**src/rtl/ext_int_ctrl.sv**
```systemverilog
// External (INT0/INT1) and pin-change (PCINT2) interrupt controller for Port D.
// Optional macro EXTINT_SYNC_EN inserts a two-flop pin synchronizer (prime limit 3 instead of 1).
module ext_int_ctrl #(
  parameter logic [5:0] EIFR_ADDR   = 6'h1C,
  parameter logic [5:0] EIMSK_ADDR  = 6'h1D,
  parameter logic [5:0] PCIFR_ADDR  = 6'h1B,
  parameter logic [7:0] PCICR_ADDR  = 8'h68,
  parameter logic [7:0] EICRA_ADDR  = 8'h69,
  parameter logic [7:0] PCMSK2_ADDR = 8'h6D
) (
  input  logic       cp2,
  input  logic       ireset,
  input  logic [5:0] IO_Addr,
  input  logic       iore,
  input  logic       iowe,
  input  logic [7:0] ramadr,
  input  logic       ramre,
  input  logic       ramwe,
  input  logic [7:0] dbus_in,
  output logic [7:0] dbus_out,
  output logic       out_en,
  input  logic [7:0] pind_i,
  output logic       INT0_EN,
  output logic       INT1_EN,
  output logic       PCIE2,
  output logic [7:0] PCINT,
  output logic [2:0] irq,
  input  logic [2:0] irq_ack
);

`ifdef EXTINT_SYNC_EN
  localparam logic [1:0] PRIME_LIMIT = 2'd3;
`else
  localparam logic [1:0] PRIME_LIMIT = 2'd1;
`endif

  logic [3:0] r_eicra;
  logic [1:0] r_eimsk;
  logic [1:0] r_intf;
  logic       r_pcie2;
  logic       r_pcif2;
  logic [7:0] r_pcmsk2;
  logic [7:0] r_prev;
  logic [1:0] r_prime;

  logic [7:0] w_s;
  logic       w_io_eifr, w_io_eimsk, w_io_pcifr;
  logic       w_ext_pcicr, w_ext_eicra, w_ext_pcmsk2;
  logic [7:0] w_rd;
  logic       w_primed;
  logic [7:0] w_rise, w_fall, w_chg;
  logic [1:0] w_int_set, w_int_clr, w_intf_nxt;
  logic       w_pc_set, w_pc_clr, w_pcif2_nxt;

`ifdef EXTINT_SYNC_EN
  logic [7:0] r_sync1, r_sync2;

  // two-flop synchronizer on the raw pin levels
  always_ff @(posedge cp2) begin
    if (ireset) begin
      r_sync1 <= 8'h00;
      r_sync2 <= 8'h00;
    end else begin
      r_sync1 <= pind_i;
      r_sync2 <= r_sync1;
    end
  end
  assign w_s = r_sync2;
`else
  assign w_s = pind_i;
`endif

  assign w_io_eifr    = (IO_Addr == EIFR_ADDR);
  assign w_io_eimsk   = (IO_Addr == EIMSK_ADDR);
  assign w_io_pcifr   = (IO_Addr == PCIFR_ADDR);
  assign w_ext_pcicr  = (ramadr == PCICR_ADDR);
  assign w_ext_eicra  = (ramadr == EICRA_ADDR);
  assign w_ext_pcmsk2 = (ramadr == PCMSK2_ADDR);

  assign out_en = (iore & (w_io_eifr | w_io_eimsk | w_io_pcifr)) |
                  (ramre & (w_ext_pcicr | w_ext_eicra | w_ext_pcmsk2));

  // combinational read-data mux
  always_comb begin
    w_rd = 8'h00;
    if (iore & w_io_eifr) begin
      w_rd = {6'b000000, r_intf};
    end else if (iore & w_io_eimsk) begin
      w_rd = {6'b000000, r_eimsk};
    end else if (iore & w_io_pcifr) begin
      w_rd = {5'b00000, r_pcif2, 2'b00};
    end else if (ramre & w_ext_pcicr) begin
      w_rd = {5'b00000, r_pcie2, 2'b00};
    end else if (ramre & w_ext_eicra) begin
      w_rd = {4'b0000, r_eicra};
    end else if (ramre & w_ext_pcmsk2) begin
      w_rd = r_pcmsk2;
    end else begin
      w_rd = 8'h00;
    end
  end
  assign dbus_out = w_rd;

  function automatic logic edge_hit(input logic [1:0] isc, input logic rise, input logic fall);
    case (isc)
      2'b01:   edge_hit = rise | fall;
      2'b10:   edge_hit = fall;
      2'b11:   edge_hit = rise;
      default: edge_hit = 1'b0;
    endcase
  endfunction

  assign w_primed = (r_prime == PRIME_LIMIT);
  assign w_rise   = w_s & ~r_prev;
  assign w_fall   = ~w_s & r_prev;
  assign w_chg    = w_s ^ r_prev;

  assign w_int_set[0] = w_primed & edge_hit(r_eicra[1:0], w_rise[2], w_fall[2]);
  assign w_int_set[1] = w_primed & edge_hit(r_eicra[3:2], w_rise[3], w_fall[3]);
  // an ack only clears a flag whose vector is in an edge mode
  assign w_int_clr[0] = (iowe & w_io_eifr & dbus_in[0]) | (irq_ack[0] & (r_eicra[1:0] != 2'b00));
  assign w_int_clr[1] = (iowe & w_io_eifr & dbus_in[1]) | (irq_ack[1] & (r_eicra[3:2] != 2'b00));
  assign w_pc_set     = w_primed & (|(w_chg & r_pcmsk2));
  assign w_pc_clr     = (iowe & w_io_pcifr & dbus_in[2]) | irq_ack[2];

  // flag next-state: set has priority over clear
  always_comb begin
    w_intf_nxt  = r_intf;
    w_pcif2_nxt = r_pcif2;
    for (int n = 0; n < 2; n++) begin
      if (w_int_set[n]) begin
        w_intf_nxt[n] = 1'b1;
      end else if (w_int_clr[n]) begin
        w_intf_nxt[n] = 1'b0;
      end else begin
        w_intf_nxt[n] = r_intf[n];
      end
    end
    if (w_pc_set) begin
      w_pcif2_nxt = 1'b1;
    end else if (w_pc_clr) begin
      w_pcif2_nxt = 1'b0;
    end else begin
      w_pcif2_nxt = r_pcif2;
    end
  end

  // control registers, flags, previous sample and prime counter
  always_ff @(posedge cp2) begin
    if (ireset) begin
      r_eicra  <= 4'h0;
      r_eimsk  <= 2'b00;
      r_intf   <= 2'b00;
      r_pcie2  <= 1'b0;
      r_pcif2  <= 1'b0;
      r_pcmsk2 <= 8'h00;
      r_prev   <= 8'h00;
      r_prime  <= 2'd0;
    end else begin
      if (ramwe & w_ext_eicra)  r_eicra  <= dbus_in[3:0];
      if (iowe & w_io_eimsk)    r_eimsk  <= dbus_in[1:0];
      if (ramwe & w_ext_pcicr)  r_pcie2  <= dbus_in[2];
      if (ramwe & w_ext_pcmsk2) r_pcmsk2 <= dbus_in;
      r_intf  <= w_intf_nxt;
      r_pcif2 <= w_pcif2_nxt;
      r_prev  <= w_s;
      if (r_prime != PRIME_LIMIT) r_prime <= r_prime + 2'd1;
    end
  end

  // request outputs; level mode bypasses the flag
  always_comb begin
    irq = 3'b000;
    if (r_eicra[1:0] == 2'b00) begin
      irq[0] = ~w_s[2] & r_eimsk[0];
    end else begin
      irq[0] = r_intf[0] & r_eimsk[0];
    end
    if (r_eicra[3:2] == 2'b00) begin
      irq[1] = ~w_s[3] & r_eimsk[1];
    end else begin
      irq[1] = r_intf[1] & r_eimsk[1];
    end
    irq[2] = r_pcif2 & r_pcie2;
  end

  assign INT0_EN = r_eimsk[0];
  assign INT1_EN = r_eimsk[1];
  assign PCIE2   = r_pcie2;
  assign PCINT   = r_pcmsk2;

endmodule

```
**config.mk**
```make
export PLATFORM = sky130hd
export DESIGN_NAME = ext_int_ctrl
export DESIGN_NICKNAME = d
export VERILOG_FILES = /design/src/rtl/ext_int_ctrl.sv
export SDC_FILE = /design/constraint.sdc
export NUM_CORES = 1
export LEC_CHECK = 0
export CORE_MARGIN = 2
export CORE_UTILIZATION = 43
export CTS_CLUSTER_SIZE = 16
export DETAILED_ROUTE_END_ITERATION = 8
export GPL_ROUTABILITY_DRIVEN = 0
export PLACE_DENSITY = 0.77
export SYNTH_ARGS = -nofsm -noshare
export SYNTH_HDL_FRONTEND = slang
export SYNTH_SLANG_ARGS = --single-unit
```
**constraint.sdc**
```tcl
create_clock -name cp2 -period 4.4 [get_ports cp2]
set_clock_uncertainty 0.2 [all_clocks]
set_input_delay 1.32 -clock cp2 [delete_from_list [all_inputs] [get_ports cp2]]
set_output_delay 1.32 -clock cp2 [all_outputs]
set_load 0.02 [all_outputs]
```
==> results of run 1 <==
## synth_stat cells (2+ instances only)
cell | number | area share (%)
sky130_fd_sc_hd__o211a_1 | 3 | 2.0
sky130_fd_sc_hd__mux2_2 | 3 | 2.2
sky130_fd_sc_hd__clkbuf_1 | 3 | 0.74
sky130_fd_sc_hd__dfxtp_1 | 28 | 37
sky130_fd_sc_hd__nand3_1 | 4 | 1.3
sky130_fd_sc_hd__mux2i_1 | 17 | 11
sky130_fd_sc_hd__nor2b_1 | 9 | 3.7
sky130_fd_sc_hd__nor2_1 | 29 | 7.1
sky130_fd_sc_hd__inv_1 | 11 | 2.7
sky130_fd_sc_hd__a21oi_1 | 6 | 2.0
sky130_fd_sc_hd__nand2_1 | 9 | 2.2
sky130_fd_sc_hd__a222oi_1 | 2 | 1.3
sky130_fd_sc_hd__a32oi_1 | 2 | 1.1
sky130_fd_sc_hd__and4b_1 | 2 | 1.3
sky130_fd_sc_hd__and3_1 | 2 | 0.82
sky130_fd_sc_hd__nor3_4 | 2 | 2.1
sky130_fd_sc_hd__o21ai_0 | 6 | 2.0
sky130_fd_sc_hd__ha_1 | 5 | 4.1
sky130_fd_sc_hd__o311ai_0 | 2 | 1.1
sky130_fd_sc_hd__xor2_1 | 8 | 4.6
sky130_fd_sc_hd__nand2b_1 | 4 | 1.6
sky130_fd_sc_hd__and2_1 | 6 | 2.5
## per-layer routing
layer,GRT usage [%],wire [um]
met1,26.3,1880
met2,36.2,1850
met3,3.39,193
met4,7.07,46
met5,0,0
## state kept, by name, indices dropped and copies added (netlist names)
signal / count
r_eicra: 4
PCIE2: 1
r_pcif2: 1
r_prev: 8
PCINT: 8
r_eimsk: 2
r_intf: 2
r_prime: 2
## how the worst max path moves through the flow
stage                    from          end  cells past startpoint
floorplan           ramadr[1]  dbus_out[0]                      5
global placement    ramadr[1]  dbus_out[4]                      6
detailed placement  ramadr[1]  dbus_out[5]                      6
CTS                 ramadr[7]  dbus_out[0]                      7
global route        ramadr[7]  dbus_out[0]                      7
finish              ramadr[7]  dbus_out[0]                      7
## logic make-up (layout without fill, tap and decap cells)
kind of cell,count (synthesis),after routing,share of synthesized area (%)
AND/OR/NAND/NOR,73,73,25.6
XOR/XNOR,8,8,4.59
AO/OA/AOI/OAI,25,25,11.7
buffers and inverters,16,93,4.01
multiplexers,20,20,13.3
adder cells (fa/ha/maj),5,5,4.10
flip-flops,28,28,36.7
## report_power, final
group	leakage (nW)	total, mW	internal [mW]	switching (mW)
logic	0.742	0.112	0.0624	0.0498
clock network	0.0210	0.126	0.0506	0.0756
registers	0.228	0.274	0.267	0.00749
## what timing repair did
| action | CTS | global route |
|---|---|---|
| gates resized for setup | 51 | 3 |
| pin swaps | 4 | 3 |
| hold endpoints to repair | 0 | 0 |
| hold buffers | 0 | 0 |
| endpoints found under the setup margin | 9 | 8 |
## cell usage in the layout, fill, tap and decap left out, types with 3 or more instances in the layout
cell / netlist / final
sky130_fd_sc_hd__a21oi_1: 6 / 6
sky130_fd_sc_hd__buf_2: 1 / 4
sky130_fd_sc_hd__dfxtp_1: 28 / 28
sky130_fd_sc_hd__nor2b_1: 9 / 9
sky130_fd_sc_hd__o211a_1: 3 / 3
sky130_fd_sc_hd__inv_1: 11 / 11
sky130_fd_sc_hd__mux2_2: 3 / 3
sky130_fd_sc_hd__nor3_4: 2 / 3
sky130_fd_sc_hd__ha_1: 5 / 5
sky130_fd_sc_hd__nand2b_1: 4 / 4
sky130_fd_sc_hd__nand3_1: 4 / 4
sky130_fd_sc_hd__clkdlybuf4s50_1: 0 / 48
sky130_fd_sc_hd__nor2_1: 29 / 28
sky130_fd_sc_hd__clkbuf_4: 0 / 3
sky130_fd_sc_hd__o21ai_0: 6 / 6
sky130_fd_sc_hd__mux2i_1: 17 / 17
sky130_fd_sc_hd__nand2_1: 9 / 9
sky130_fd_sc_hd__and2_1: 6 / 6
sky130_fd_sc_hd__buf_4: 0 / 21
sky130_fd_sc_hd__dlygate4sd2_1: 0 / 3
sky130_fd_sc_hd__xor2_1: 8 / 8
## layout make-up
| cell class | instances | area share [%] |
|---|---|---|
| multi-input cells | 131 | 39.8 |
| repair buffers | 78 | 30.3 |
| flip-flops and latches | 28 | 24.1 |
| well taps | 46 | 2.47 |
| inverters | 11 | 1.77 |
| clock buffers | 4 | 1.56 |
## per-stage QoR
step | utilization [%] | total power [mW]
3_3_place_gp | 68.5 | 0.389
5_1_grt | 69.3 | 0.542
6_report | 69.3 | 0.513
2_1_floorplan | - | 0.332
3_5_place_dp | 68.5 | 0.393
4_1_cts | 69.1 | 0.514
## worst max-delay path, delay by kind of cell
family                 cells  cell delay, ns
and+or+nand+nor            2            0.74
buffers and inverters      3            0.52
AOI/OAI and AO/OA          2            0.22
==> results by stage, run 1 <==
Status:
- The flow ran to the end, and the final reports show no timing, DRC or antenna violations.

Route:
- The remaining design rule violation count is 0.
- The average routed wire per standard cell is 13.3 um.
- The DRC marker count from the first detailed-route iteration is 63.
- The routed wire length is 3970 um.
- After detailed routing, the number of vias per cell comes to 5.01.
- The detailed-routing iteration count for the pre-antenna-repair pass is 4.
- The count of nets left with antenna violations once routing finished came out at 0.
- The detailed router placed 1492 vias in this run.

Timing:
- After layout, the worst path uses 98.2% of the clock period.
- The max-slew violation count is 0.
- The worst path in the final design needs a cycle of 4.32 ns, including I/O delays and setup.
- The aggregate negative setup slack is 0 ns.
- After layout, the worst setup slack is 0.0792 ns.
- Setup repair after global routing left no endpoint under its margin.
- The number of hold violations in the final report was 0.
- Setup violations remaining at the end of the flow were counted as 0.
- At the pin with the least slew margin, the transition time is 0.625 ns.
- The relative slew slack is 58.2%.
- The highest achievable clock rate is 0.231 GHz.
- Across all hold checks on the routed design, the worst slack comes to 0.329 ns.

Clock tree:
- The tree is rooted in a sky130_fd_sc_hd__clkbuf_4.
- Clock tree synthesis found a total of 28 sinks.
- The TritonCTS buffer count is 3.
- Clock-pin slew was measured on the worst setup and hold paths at 0.14 ns.
- The source-to-sink clock delay at the later pin of the worst-skew pair is 0.33 ns.
- The CTS tree is built.
- The count of H-tree levels built during CTS is 1.
- Once the clock tree was built, the setup fixing pass inserted 0 buffers.
- The largest buffer count on any clock path is 2.

Setup path:
- The reg-to-reg setup timing slack is 2.68 ns.
- The critical path in this run is classified as input port to output pin.
- The capturing element type of the critical path is an output pin.
- The endpoint identified for the worst register-to-register timing path is r_pcif2.
- The worst endpoint required time is 2.88 ns.
- The cell count of the worst reg-to-reg path is 5.
- STA classifies the critical path startpoint as an input port.
- The longest individual stage delay on the worst path is 0.53 ns.
- The cell with the biggest individual delay on the critical path is sky130_fd_sc_hd__or4b_4.
- The data arrival time of the critical path is 2.80 ns.
- The largest fanout on the critical path is 3.
- In this run the critical register-to-register path is launched from r_prev[2].
- The signal on the critical path passes through dlygate4sd2_1 -> or4b_4 -> nor3_4 -> buf_6 -> a32oi_1 -> a21oi_1 -> buf_4.

GRT:
- The first global-routing pass estimated 6740 um of wire.
- Entering global routing, the biggest net connects 18 pins.
- The via count of the first global-routing pass is 1512.
- The total overflow left after global routing is 0.
- The global routing usage summed across all routing layers is 21.0%.
- The number of antenna violations at the first check in global routing was 0.

Placement:
- In this run the tool buffered the top-level ports with 61 buffer cells.
- Summing all placed instances gives a cell area of 0.00230 mm2.
- Prior to clock tree synthesis, the placed netlist has a worst setup slack of -0.659 ns.
- Detailed placement ended at an HPWL of 3130 um.
- Including well taps, the total number of placed cells is 294.

Floorplanning:
- The die height is 63.6 um.
- 62 I/O pins were placed.
- After floorplanning, the core was sized to cover 0.00336 mm2.
- The effective utilization at floorplan is 45.4%.
- From left edge to right edge, the die measures 63.6 um.
- In this run the core area contains 21 standard-cell rows.
- The floorplan step defined a die boundary enclosing 0.00405 mm2.

Logic synthesis:
- The number of nets in the synthesized netlist is 219.
- In this run the cell area of the synthesized design comes to 0.00153 mm2.
- Averaged over all synthesized cells, the footprint is 8.73 um2.
- The post-synthesis instance total is 175.
- In this run, synthesis inferred 0 flip-flops with an integrated enable.
- Yosys printed 0 warnings.
- In the synthesized netlist the dominant register cell turns out to be sky130_fd_sc_hd__dfxtp_1.
- The number of different library cells used by synthesis comes to 34.
- The share of synthesized registers carrying an async set or reset is 0%.
- The proportion of synthesized chip area in sequential cells is 36.7%.
- The register bit total from synthesis is 28.

Hold path:
- The min-delay analysis places its worst path in the category flop to flop.
- The startpoint identified for the worst hold timing path is r_prime[1].
- The worst hold path terminates at r_prime[1].
- The number of cells on the worst hold path is 2.

Layout:
- The area growth from synthesis to layout is 52.5%.
- After the last flow step, the layout net total stands at 297.
- Summing all multi-input logic gate instances after layout gives 928 um2.
- The finished layout holds 298 standard cells, fillers aside.
- The sequential cell area in the final layout is 561 um2.
- The number of antenna repair diodes is 0.
- With fillers left out, the area of the finished cells amounts to 0.00233 mm2.
- Counting the fill cells in the layout gives 316.
- The layout cell share with drive strength beyond 1 is 15.9%.

Run:
- The count of max-cap constraint violations is 0.

Pwr:
- The standby leakage power is 0.991 nW.
- IR analysis of the VDD net gives a maximum drop of 0.000231 V.
- In this run the power density over the cells is 220 mW/mm2.
Note: power is estimated with default switching activity, not from simulation.
==> inputs of run 2 (changes only) <==
--- a/config.mk
+++ b/config.mk
@@ -11,6 +11,7 @@
 export DETAILED_ROUTE_END_ITERATION = 8
 export GPL_ROUTABILITY_DRIVEN = 0
 export PLACE_DENSITY = 0.77
+export SETUP_SLACK_MARGIN = 0.4
 export SYNTH_ARGS = -nofsm -noshare
 export SYNTH_HDL_FRONTEND = slang
 export SYNTH_SLANG_ARGS = --single-unit
==> results by stage, run 2 (same netlist as run 1, synthesis figures left out) <==
Setup path:
- The capturing element type of the critical path is an output pin (unchanged).
- The buffers plus inverters on the worst setup path came to 2 (was 3).
- The capture instance of the worst register-to-register path is r_pcif2 (unchanged).
- The cell count of the worst reg-to-reg path came to 5 (unchanged).
- The start point of the critical path is ramadr[7] (unchanged).
- The number of cells on the critical path is 6 (was 7).
- Among the stages of the critical path, the cell type that occurs most often is sky130_fd_sc_hd__buf_6.
- The capture point of the critical path is dbus_out[5] (was dbus_out[0]).
- Critical path, cell by cell: buf_6 -> or4b_4 -> nor3_4 -> and3_4 -> and2_4 -> buf_6 (was dlygate4sd2_1 -> or4b_4 -> nor3_4 -> buf_6 -> a32oi_1 -> a21oi_1 -> buf_4).
- The reg-to-reg setup timing slack came to 2.71 ns (was 2.68 ns).
- The longest individual stage delay on the worst path is 0.55 ns (was 0.53 ns).
- The data arrival time of the critical path is 2.68 ns (was 2.80 ns).
- The family with the most delay on the worst path was simple AND/OR/NAND/NOR gates (unchanged).
- The source of the worst register-to-register timing path was r_prev[2] (unchanged).
- The nature of the critical path startpoint is an input port (unchanged).
- The worst endpoint required time is 2.88 ns (about the same).
- The cell with the biggest individual delay on the critical path is sky130_fd_sc_hd__or4b_4 (unchanged).
- The critical path class is input port to output pin (unchanged).
- The largest fanout on the critical path is 4 (was 3).

Clock tree:
- The largest buffer count on any clock path is 2 (unchanged).
- The clock input transition at the sequential cells of the worst setup and hold paths is 0.14 ns (about the same).
- The source-to-sink clock delay at the later pin of the worst-skew pair came to 0.33 ns (about the same).
- The cell chosen for the clock root is sky130_fd_sc_hd__clkbuf_4 (unchanged).
- The TritonCTS buffer count is 3 (unchanged).
- The number of sinks on the clock net was 28 (unchanged).
- The count of H-tree levels built during CTS was 1 (unchanged).
- The number of hold buffers added after cts came to 0 (unchanged).
- The CTS tree is built (unchanged).

Route:
- The remaining design rule violation count was 0 (unchanged).
- The routed wire length is 4180 um (was 3970 um).
- The average routed wire per standard cell is 14.1 um (was 13.3 um).
- The total via count after detailed routing came to 1533 (was 1492).
- The mean number of vias per cell is 5.16 (was 5.01).
- The DRC marker count from the first detailed-route iteration is 68 (was 63).
- The number of nets with antenna violations after routing is 0 (unchanged).
- The detailed-routing iteration count for the pre-antenna-repair pass is 5 (was 4).

Pwr:
- The clock network fraction of design power came to 24.3% (was 24.6%).
- The standby leakage power was 1.02 nW (was 0.991 nW).
- The fraction of power spent switching nets is 26.2% (was 25.9%).
- The cell-internal power is 379 uW (was 380 uW).
- The power density relative to cell area is 215 mW/mm2 (was 220 mW/mm2).
- The largest vdd supply drop came to 0.000166 V (was 0.000231 V).
- The total net switching power is 135 uW (was 133 uW).
- The register share of total power was 53.3% (was 53.5%).
- The overall power of the completed layout came to 514 uW (was 513 uW).
- The combinational share of power came to 22.4% (was 21.9%).

Timing:
- RSZ-0062 raised after global routing: yes (was no).
- The highest achievable clock rate came to 0.238 GHz (was 0.231 GHz).
- The clock period minus final worst setup slack was 4.20 ns (was 4.32 ns).
- The worst path setup slack after routing is 0.196 ns (was 0.0792 ns).
- The share of the clock period used by the worst path is 95.5% (was 98.2%).
- The number of hold violations in the final report is 0 (unchanged).
- The worst-margin pin slew was 0.560 ns (was 0.625 ns).
- The final number of setup-violating endpoints is 0 (unchanged).
- The relative slew slack is 62.6% (was 58.2%).
- The max-slew violation count is 0 (unchanged).
- The worst hold slack is 0.312 ns (was 0.329 ns).
- The aggregate negative setup slack is 0 ns (unchanged).

GRT:
- The number of antenna violations at the first check in global routing was 0 (unchanged).
- The wire length of the first global-routing pass is 6790 um (was 6740 um).
- The global-route track usage on met3 is 3.04% (was 3.39%).
- The met1 usage in global routing was 25.8% (was 26.3%).
- The busiest layer in global routing is met2 (unchanged).
- The via count of the first global-routing pass was 1470 (was 1512).
- The global routing usage summed across all routing layers is 21.1% (was 21.0%).
- The overall overflow remaining after global route is 0 (unchanged).
- The met2 demand-to-capacity share in global routing is 37.4% (was 36.2%).
- The pin count of the biggest net entering global routing is 21 (was 18).

Floorplanning:
- The horizontal die dimension is 63.6 um (unchanged).
- The die area is 0.00405 mm2 (unchanged).
- The die height is 63.6 um (unchanged).
- The number of I/O pins was 62 (unchanged).
- The effective utilization at floorplan was 45.4% (unchanged).
- The core footprint came to 0.00336 mm2 (unchanged).
- The cell row count is 21 (unchanged).

Layout:
- The number of antenna repair diodes was 0 (unchanged).
- The final-layout fill cell count is 298 (was 316).
- The layout cell share with drive strength beyond 1 is 23.1% (was 15.9%).
- The most frequent standard cell in the layout excluding fill and tap cells is sky130_fd_sc_hd__clkdlybuf4s50_1 (unchanged).
- Commonest cells after routing, fill and taps aside: sky130_fd_sc_hd__clkdlybuf4s50_1 (43), sky130_fd_sc_hd__dfxtp_1 (28), sky130_fd_sc_hd__nor2_1 (27) (was sky130_fd_sc_hd__clkdlybuf4s50_1 (48), sky130_fd_sc_hd__dfxtp_1 (28), sky130_fd_sc_hd__nor2_1 (28)).
- The fraction of the core area covered by cells at the end of the flow is 71.0% (was 69.3%).
- The area growth from synthesis to layout is 56.3% (was 52.5%).
- The number of nets in the finished design is 296 (was 297).

Placement:
- The count of port buffers added during placement came to 61 (unchanged).
- The worst slack at placement came to -0.598 ns (was -0.659 ns).
- The placed wire-length estimate after detailed placement came to 3280 um (was 3130 um).

Hold path:
- The worst hold path class is flop to flop (unchanged).

Run:
- The count of max-cap constraint violations is 0 (unchanged).

Status:
- Result of the run: completed (unchanged).
[run 2: worst min path at each step]
stage | depth (start not counted) | slack (ns) | startpoint | end
detailed placement | 2 | 0.29 | r_prime[1] | r_prime[1]
CTS | 2 | 0.32 | r_prime[1] | r_prime[1]
global placement | 2 | 0.27 | r_prime[1] | r_prime[1]
finish | 2 | 0.31 | r_prime[1] | r_prime[1]
floorplan | 2 | 0.26 | r_prime[1] | r_prime[1]
global route | 2 | 0.35 | r_prime[1] | r_prime[1]
[run 2: layout make-up]
type	count	area [um2]	area share [%]
multi-input combinational	131	982	41.1
sequential	28	561	23.5
timing repair buffer	77	711	29.8
inverter	11	41.3	1.73
tap	46	57.6	2.41
clock buffer	4	36.3	1.52
[run 2: power by group through the flow]
stage | Sequential (mW) | Combinational [mW] | Clock (mW)
detailed placement | 0.280 | 0.115 | 0
global route | 0.275 | 0.129 | 0.140
floorplan | 0.278 | 0.0560 | 0
finish | 0.274 | 0.115 | 0.125
global placement | 0.278 | 0.109 | 0
CTS | 0.274 | 0.116 | 0.127
[run 2: per-stage QoR]
step | area [um2] | cells
floorplan | 1580 | 175
global placement | 2340 | 292
detailed placement | 2340 | 292
CTS | 2380 | 296
global route | 2390 | 297
finish | 2390 | 297
[run 2: repair_timing]
item / in CTS / in global routing
pin swaps: 5 / 1
gates resized for setup: 75 / 4
endpoints found under the setup margin: 11 / 9
buffers inserted: 0 / 1
[run 2: tightest hold or removal path: stages (launching register included)]
cell                      delay [ns]
sky130_fd_sc_hd__dfxtp_1        0.35
sky130_fd_sc_hd__a21oi_1        0.07
sky130_fd_sc_hd__nor2_1         0.07
[run 2: layer usage]
metal,vias to the layer above,part of all wire (%)
met3,4,5.0
met5,-,0
met1,723,44
li1,756,-
met4,0,1.3
met2,50,50
